File: config.mk
export PLATFORM = sky130hd
export DESIGN_NAME = seg_scan_controller
export DESIGN_NICKNAME = d
export VERILOG_FILES = /design/src/rtl/seg_pkg.sv /design/src/rtl/display_driver.sv /design/src/rtl/seg_scan_controller.sv
export SDC_FILE = /design/constraint.sdc
export NUM_CORES = 1
export LEC_CHECK = 0
export CAP_MARGIN = 20
export CELL_PAD_IN_SITES_DETAIL_PLACEMENT = 0
export CELL_PAD_IN_SITES_GLOBAL_PLACEMENT = 1
export CORE_UTILIZATION = 35
export CTS_BUF_LIST = sky130_fd_sc_hd__clkbuf_16
export CTS_CLUSTER_DIAMETER = 80
export DETAILED_ROUTE_END_ITERATION = 16
export PLACE_DENSITY = 0.78
export SLEW_MARGIN = 40
export SYNTH_ARGS = -nofsm -noshare
export SYNTH_HDL_FRONTEND = slang
export SYNTH_SLANG_ARGS = --single-unit
File: constraint.sdc
create_clock -name clk -period 3.1 [get_ports clk]
set_input_delay 0.31 -clock clk [delete_from_list [all_inputs] [get_ports clk]]
set_output_delay 0.31 -clock clk [all_outputs]
set_load 0.1 [all_outputs]
File: src/rtl/seg_pkg.sv
// Shared types and constants for the multiplexed seven-segment scan controller.
package seg_pkg;
  localparam int DIGIT_W = 4;
  localparam logic [6:0] SEG_BLANK = 7'b0000000;

  typedef enum logic [1:0] {IDLE, GUARD, DRIVE} scan_state_e;
endpackage

File: src/rtl/display_driver.sv
// 4-bit code to 7-segment pattern, active-high, bit order {g,f,e,d,c,b,a}.
module display_driver
  import seg_pkg::*;
(
  input  logic [DIGIT_W-1:0] code,
  output logic [6:0]         seg
);
  always_comb begin
    seg = SEG_BLANK;
    case (code)
      4'd0: seg = 7'b0111111;
      4'd1: seg = 7'b0000110;
      4'd2: seg = 7'b1011011;
      4'd3: seg = 7'b1001111;
      4'd4: seg = 7'b1100110;
      4'd5: seg = 7'b1101101;
      4'd6: seg = 7'b1111101;
      4'd7: seg = 7'b0000111;
      4'd8: seg = 7'b1111111;
      4'd9: seg = 7'b1101111;
      default: seg = SEG_BLANK;
    endcase
  end
endmodule

File: src/rtl/seg_scan_controller.sv
// Scans NUM_DIGITS digits through one decoder with guard blanking, leading-zero
// suppression and a shadow register that commits only at frame boundaries.
module seg_scan_controller
  import seg_pkg::*;
#(
  parameter int NUM_DIGITS  = 4,
  parameter int REFRESH_DIV = 50000,
  parameter int GUARD_CYC   = 2
) (
  input  logic                          clk,
  input  logic                          rst_n,
  input  logic                          enable,
  input  logic                          lz_blank,
  input  logic                          load_valid,
  input  logic [DIGIT_W*NUM_DIGITS-1:0] load_data,
  output logic                          load_ready,
  output logic [6:0]                    seg,
  output logic [NUM_DIGITS-1:0]         an,
  output logic                          frame_done
);
  localparam int DW = DIGIT_W * NUM_DIGITS;
  localparam int CW = $clog2(REFRESH_DIV);
  localparam int IW = (NUM_DIGITS > 1) ? $clog2(NUM_DIGITS) : 1;
  localparam logic [CW-1:0] SLOT_END  = CW'(REFRESH_DIV - 1);
  localparam logic [CW-1:0] GUARD_END = CW'((GUARD_CYC > 0) ? GUARD_CYC - 1 : 0);
  localparam logic [IW-1:0] LAST_IDX  = IW'(NUM_DIGITS - 1);

  scan_state_e           state_q, state_d;
  logic [CW-1:0]         cnt_q, cnt_d;
  logic [IW-1:0]         idx_q, idx_d;
  logic [DW-1:0]         display_q, shadow_q, disp_eff;
  logic                  full_q, commit;
  logic [NUM_DIGITS-1:0] lz_mask, an_d;
  logic                  upper_zero, fd_d;
  logic [DIGIT_W-1:0]    dec_code;
  logic [6:0]            dec_seg, seg_d;

  assign load_ready = ~full_q;

  always_comb begin
    state_d = state_q;
    cnt_d   = cnt_q;
    idx_d   = idx_q;
    if (!enable) begin
      state_d = IDLE;
      cnt_d   = '0;
      idx_d   = '0;
    end else begin
      case (state_q)
        IDLE: begin
          cnt_d   = '0;
          idx_d   = '0;
          state_d = (GUARD_CYC == 0) ? DRIVE : GUARD;
        end
        GUARD: begin
          cnt_d = cnt_q + CW'(1);
          if (cnt_q == GUARD_END) state_d = DRIVE;
        end
        DRIVE: begin
          if (cnt_q == SLOT_END) begin
            cnt_d   = '0;
            idx_d   = (idx_q == LAST_IDX) ? '0 : idx_q + IW'(1);
            state_d = (GUARD_CYC == 0) ? DRIVE : GUARD;
          end else begin
            cnt_d = cnt_q + CW'(1);
          end
        end
        default: state_d = IDLE;
      endcase
    end
  end

  // Commit only at a frame boundary (or while dark); the decode path sees the
  // committed value in the same cycle so the next frame is never torn.
  assign commit   = full_q && (frame_done || state_q == IDLE);
  assign disp_eff = commit ? shadow_q : display_q;

  always_comb begin
    lz_mask    = '0;
    upper_zero = 1'b1;
    for (int i = NUM_DIGITS - 1; i >= 0; i--) begin
      if (i > 0 && upper_zero && disp_eff[i*DIGIT_W +: DIGIT_W] == '0) lz_mask[i] = 1'b1;
      upper_zero = upper_zero && (disp_eff[i*DIGIT_W +: DIGIT_W] == '0);
    end
  end

  assign dec_code = disp_eff[idx_d*DIGIT_W +: DIGIT_W];

  display_driver u_dec (
    .code (dec_code),
    .seg  (dec_seg)
  );

  always_comb begin
    seg_d = SEG_BLANK;
    an_d  = '0;
    fd_d  = (state_d == DRIVE) && (cnt_d == SLOT_END) && (idx_d == LAST_IDX);
    if (state_d == DRIVE) begin
      an_d = NUM_DIGITS'(1) << idx_d;
      if (!(lz_blank && lz_mask[idx_d])) seg_d = dec_seg;
    end
  end

  always_ff @(posedge clk) begin
    if (!rst_n) begin
      state_q    <= IDLE;
      cnt_q      <= '0;
      idx_q      <= '0;
      display_q  <= '0;
      shadow_q   <= '0;
      full_q     <= 1'b0;
      seg        <= SEG_BLANK;
      an         <= '0;
      frame_done <= 1'b0;
    end else begin
      state_q    <= state_d;
      cnt_q      <= cnt_d;
      idx_q      <= idx_d;
      seg        <= seg_d;
      an         <= an_d;
      frame_done <= fd_d;
      if (commit) begin
        display_q <= shadow_q;
        full_q    <= 1'b0;
      end else if (load_valid && !full_q) begin
        shadow_q <= load_data;
        full_q   <= 1'b1;
      end
    end
  end
endmodule

### After elaboration in Yosys (flattened, before gate mapping)

Memories as Yosys holds them, arrays and structs flattened. A register that Yosys moved wholly into a read port is not among the register bits.
Cells that the tools add are included.

| word-level totals | value |
|---|---|
| register bits after elaboration | 58 |
| latch bits | 0 |
| RAM bits | 0 |
| memory bits (read-only) | 112 |
| input bits | 21 |
| output and inout port bits | 13 |
| logic and storage cells | 60 |
| memories | 1 |

Memories:

| name | depth | width | read ports | clocked after Yosys merged registers in | wr ports | line | source |
|---|---|---|---|---|---|---|---|
| (no name shown) | 16 | 7 | 1 | 1 | 0 | display_driver.sv:10 | `case (code)` |

| operators by class | value |
|---|---|
| $add $sub $neg | 2 |
| multiply operators | 0 |
| divide/modulo/power cells | 0 |
| magnitude comparators | 1 |
| equal/unequal tests | 8 |
| shift operators | 2 |
| multiplexer cells | 17 |
| bitwise operators | 4 |
| reduce and logical (&&, ||, !) cells | 17 |

Operators by type and width:

| operator | number |
|---|---|
| 16-bit 2-to-1 mux | 3 |
| 16-bit one-hot mux with 3 select lines | 1 |
| 16-bit equality test (second input constant) | 2 |
| 16-bit by 1-bit adder with 16-bit output (second input constant) | 1 |
| 16-bit by 1-bit equality test with 1-bit output (second input constant) | 1 |
| 16-bit by 5-bit variable part select with 4-bit output | 1 |
| 4-bit logical NOT | 3 |
| 2-bit 2-to-1 mux | 6 |
| 2-bit equality test (second input constant) | 4 |
| 1-bit logical AND | 7 |
| 2-bit one-hot mux with 3 select lines | 1 |
| 1-bit 2-to-1 mux | 4 |
| 1-bit inverter | 4 |
| 2-bit one-hot mux with 2 select lines | 1 |
| 2-bit AND reduction | 2 |
| 1-bit by 2-bit left shift with 4-bit output (first input constant) | 1 |
| 2-bit by 3-bit < comparator with 1-bit output (second input constant) | 1 |
| 3-bit OR reduction | 1 |
| 2-bit by 1-bit adder with 2-bit output (second input constant) | 1 |
| 1-bit binary-select mux with 2-bit select | 1 |
| 2-bit by 1-bit equality test with 1-bit output (second input constant) | 1 |
| 2-bit logical NOT | 1 |
| 2-bit OR reduction | 1 |
| 1-bit logical NOT | 1 |
| 1-bit logical OR | 1 |

### Logic depth before layout (Yosys ltp)

| logic depth | value |
|---|---|
| word-level depth | 12 |
| gate-level depth with buffers | 12 |
| depth with buffers taken out | 12 |

### Modules after synthesis

From an unflattened synthesis, not the netlist that was laid out.

| unflattened totals | value |
|---|---|
| cell total of the unflattened synthesis | 373 |
| area total of the unflattened synthesis | 3,352.0 um^2 |

By module, submodules not included:

| module | times used | cells each | area each (um^2) |
|---|---|---|---|
| seg_scan_controller | 1 | 341 | 3,121.7 |
| display_driver | 1 | 32 | 230.2 |

### Worst setup path after synthesis

Ideal clock, no wire load.

| timing path | value |
|---|---|
| kind | register to register |
| start | register cnt_q[0] |
| end | register seg[3] |
| setup time | 0.070 ns |
| arrival time | 3.042 ns |
| setup slack | -0.012 ns |
| stages on the path, launching flop included | 11 |
| clock period less this slack | 3.112 ns |
| cells stage by stage | dfxtp_1 -> ha_1 -> nand4_1 -> or2_1 -> nor4_4 -> or2_4 -> mux4_2 -> mux2_2 -> ha_1 -> mux2_1 -> a21boi_1 |

| between the ends | value |
|---|---|
| longest elaborated chain between the ends | 8 |
| elaborated cells between the ends (all ways) | 16 |
| classes of those cells | 3 x eq/ne; 1 x shift; 9 x mux; 1 x bitwise; 2 x reduce/logical |

RTL lines:

| item | line | source |
|---|---|---|
| from (decl) | seg_scan_controller.sv:29 | `logic [CW-1:0] cnt_q, cnt_d;` |
| from (signal assigned) | seg_scan_controller.sv:117 | `cnt_q <= cnt_d;` |
| 16-bit equality test | seg_scan_controller.sv:60 | `if (cnt_q == SLOT_END) begin` |
| 2-bit 2-to-1 mux | seg_scan_controller.sv:60 |  |
| 2-bit one-hot mux with 2 select lines | seg_scan_controller.sv:49 | `case (state_q)` |
| 2-bit 2-to-1 mux | seg_scan_controller.sv:44 | `if (!enable) begin` |
| 1-bit binary-select mux with 2-bit select | seg_scan_controller.sv:100 | `if (!(lz_blank && lz_mask[idx_d])) seg_d = dec_seg;` |
| 1-bit 2-to-1 mux (not written as such) | seg_scan_controller.sv:100 |  |
| 1-bit logical AND | seg_scan_controller.sv:100 |  |
| 3-bit OR reduction (no source line) | n/a |  |
| to (decl) | seg_scan_controller.sv:17 | `output logic [6:0] seg,` |

Parallel ways exist; a longest one is shown, timed or not. The select of a mux whose other input is x is not followed.
A chain may end at the register's enable or synchronous reset.

### Worst setup path in the final report

| timing path | value |
|---|---|
| start | register cnt_q[13] |
| end | register seg[3] |

The elaborated chain is that of the path after synthesis.

==> run summary <==
CTS root buffer: clkbuf_16
crit path kind: reg -> reg
Worst Tran Pin Value: 0.640 ns
clk buf depth: 2
die height: 96.1 microns
die width: 96.1 microns
hold crit path type: reg -> reg
IO Pins: 34
Slew HR: 57.3%
Startpoint Class: register
global-route usage over all layers: 16.6%
Max Cap Viol: 0
Post-Syn Nets: 387
CORE AREA: 8380 sq um
DR pass1 iterations: 4
starting density of the core: 36.9%
FF-to-FF Start: cnt_q[13]
DR vias/cell: 5.04
Pleak: 0.00158 uW
Port Buf Inserts: 33
M1 GR Usage: 23.1%
CTS tree: built
row count: 33
commonest cells after routing, fill and taps aside: dfxtp_1 (61), nand2_1 (60), nor2_1 (44), a21oi_1 (28), clkdlybuf4s50_1 (20)
worst vdd ir: 0.241 mV
initial antenna violation count: 0
Async S/R FF share, synth: 0%
dpl hpwl: 5.09 mm
met3 usage: 4.82%
Num CTS Buffers: 9
Min-Delay Endpoint: shadow_q[1]
CP endpoint kind: register
met2 usage: 24.9%
synth unique cells: 52
RSZ-0062 raised after global routing: no
Final Non-Filler Cells: 511
Worst Reg-to-Reg Cells: 9
peak fanout along the critical path: 6
syn avg cell area: 8.67 sq um
commonest non-fill, non-tap cell in the layout: dfxtp_1
yosys warns: 0
Post-Synthesis Cells: 357
DR iter-0 viols: 112
Final nets: 431
Hold Path Origin: shadow_q[1]
Final Cycle Share: 94.8%
r2r setup slk: 0.16 ns
Worst Path Required: 3.35 ns
number of flops mapped to enable cells by yosys: 0
vias in the first global route: 2396
DRC violations left: 0
Reg clk slew, reported paths: 0.05 ns
drt wl/cell: 13.6 microns
Hold WS: 0.457 ns
first-pass GRT wire length: 11.6 mm
Congestion Overflow GR: 0
Peak Freq: 0.340 GHz
CP most frequent cell: nor4_4
Fin. Hold Viols: 0
post-route ant nets: 0
# placed instances: 492
via count: 2573
clk_lat worst skew: 0.32 ns
Most Crowded Layer GR: met2
critical path arrival: 3.19 ns
max-slew violation count: 0
Hold Path Depth: 2
ys flop type: dfxtp_1
crit-path cells: nor4_4, nand2_2, nor4_4, or2_4, mux4_2, mux2_4, ha_1, mux2_1, a21boi_1
synthesized area: 3100 sq um
Setup-failing EPs final: 0
Buf+Inv Stages, Crit Path: 0
area grow syn2layout: 25.7%
final core area utilization: 46.4%
n_diodes: 0
final wirelength: 6.98 mm
CP delay by family, top: multiplexers
clk sinks: 65
Critical Path Start: cnt_q[13]
Synth Register Bits: 65
# H-tree levels: 3
crit-path max cell delay: 0.48 ns
Worst Skew: 0.00644 ns
Fin Setup TNS: 0 ns
Slowest-stage cell, CP: mux4_2
worst reg2reg path endpoint: seg[3]
largest net degree at the start of global routing: 38
hold-fix buffers at CTS: 0
fin crit period: 2.94 ns
die area: 9230 sq um
status: finished, final reports clean
GP Congestion: 0.801
Seq/Total Area, Yosys: 42.0%
ratio of cells with drive above 1 in the final layout: 16.5%
PD cells: 535 nW/um^2
==> registers in the layout, summed over array words and instances (netlist names) <==
signal and flops:
cnt_q 16, frame_done 1, an 4, idx_q 2
shadow_q 16, state_q 2, display_q 16, seg 7
full_q 1
==> metal layers <==
layer,up-vias,wire length [microns]
li1,1322,-
met1,1204,3580
met2,41,3080
met3,6,227
met4,0,82
met5,-,0
==> logic make-up after synthesis <==
group	after synthesis	synth area share, %
xor gates and xnor gates	17	4.81
buffers and inverters	25	3.56
adders and majority gates	9	3.64
muxes	20	8.28
AOI/OAI and AO/OA	58	11.9
DFF	65	42.0
and+or+nand+nor	163	25.8
==> power breakdown <==
part	switching, uW	total, uW	leakage [uW]	internal (uW)
clock	358	1050	0.000154	696
sequential	16.3	873	0.000529	856
combinational	86.5	156	0.000901	69.1
total	461	2080	0.00158	1620
==> stage by stage <==
step,total power [uW],setup slack [ns],area (sq um)
2_1_floorplan,987,0.0220,3100
3_3_place_gp,1040,0.120,3600
3_5_place_dp,1050,0.0170,3540
4_1_cts,2100,0.0347,3860
5_1_grt,2160,0.000312,3890
6_report,2080,0.160,3890
==> synth_stat cells (3+ instances only) <==
cell type	n	share of area, %
xor2_1	12	3.4
mux4_2	4	2.9
nor3_1	6	0.97
o21ai_1	3	0.48
nor2_1	44	5.3
nand3_1	7	1.1
mux2i_1	11	3.6
clkbuf_1	8	0.97
inv_1	7	0.85
o21a_1	4	0.97
xnor2_1	5	1.4
nand2_1	60	7.3
and3_1	5	1.0
a21oi_1	28	4.5
a21boi_1	6	1.5
dfxtp_1	65	42
buf_2	7	1.1
nand4_1	11	2.2
o21ai_0	5	0.81
ha_1	9	3.6
nor4_1	7	1.4
mux2_2	3	1.1
nand2b_1	3	0.61
or2_1	3	0.61
==> layout make-up <==
cell class,count,area [sq um]
Fill cell,841,4490
Multi-Input combinational cell,267,1700
Sequential cell,65,1310
Timing Repair Buffer,50,410
Clock buffer,9,225
Tap cell,105,131
Clock inverter,7,87.6
Inverter,8,30.0
==> worst min-delay path, cell delays in order, from the launching register on <==
cell and delay (ns):
dfxtp_1 0.31, nand2_1 0.05, a21oi_1 0.05
==> how the worst max path moves through the flow <==
| stage | to | slack (ns) | depth (start not counted) |
|---|---|---|---|
| finish | seg[3] | 0.16 | 9 |
| detailed placement | seg[3] | 0.02 | 10 |
| floorplan | seg[3] | 0.02 | 10 |
| CTS | seg[3] | 0.03 | 10 |
| global placement | seg[3] | 0.12 | 9 |
| global route | seg[3] | 0.0003 | 9 |
==> timing repair <==
action | in CTS | in global routing
setup buffers | 0 | 3
setup endpoints to repair | 1 | 3
gates resized for setup | 1 | 5
pin swaps | 0 | 4
hold endpoints to repair | 0 | 0
(Power assumes the default switching activity.)
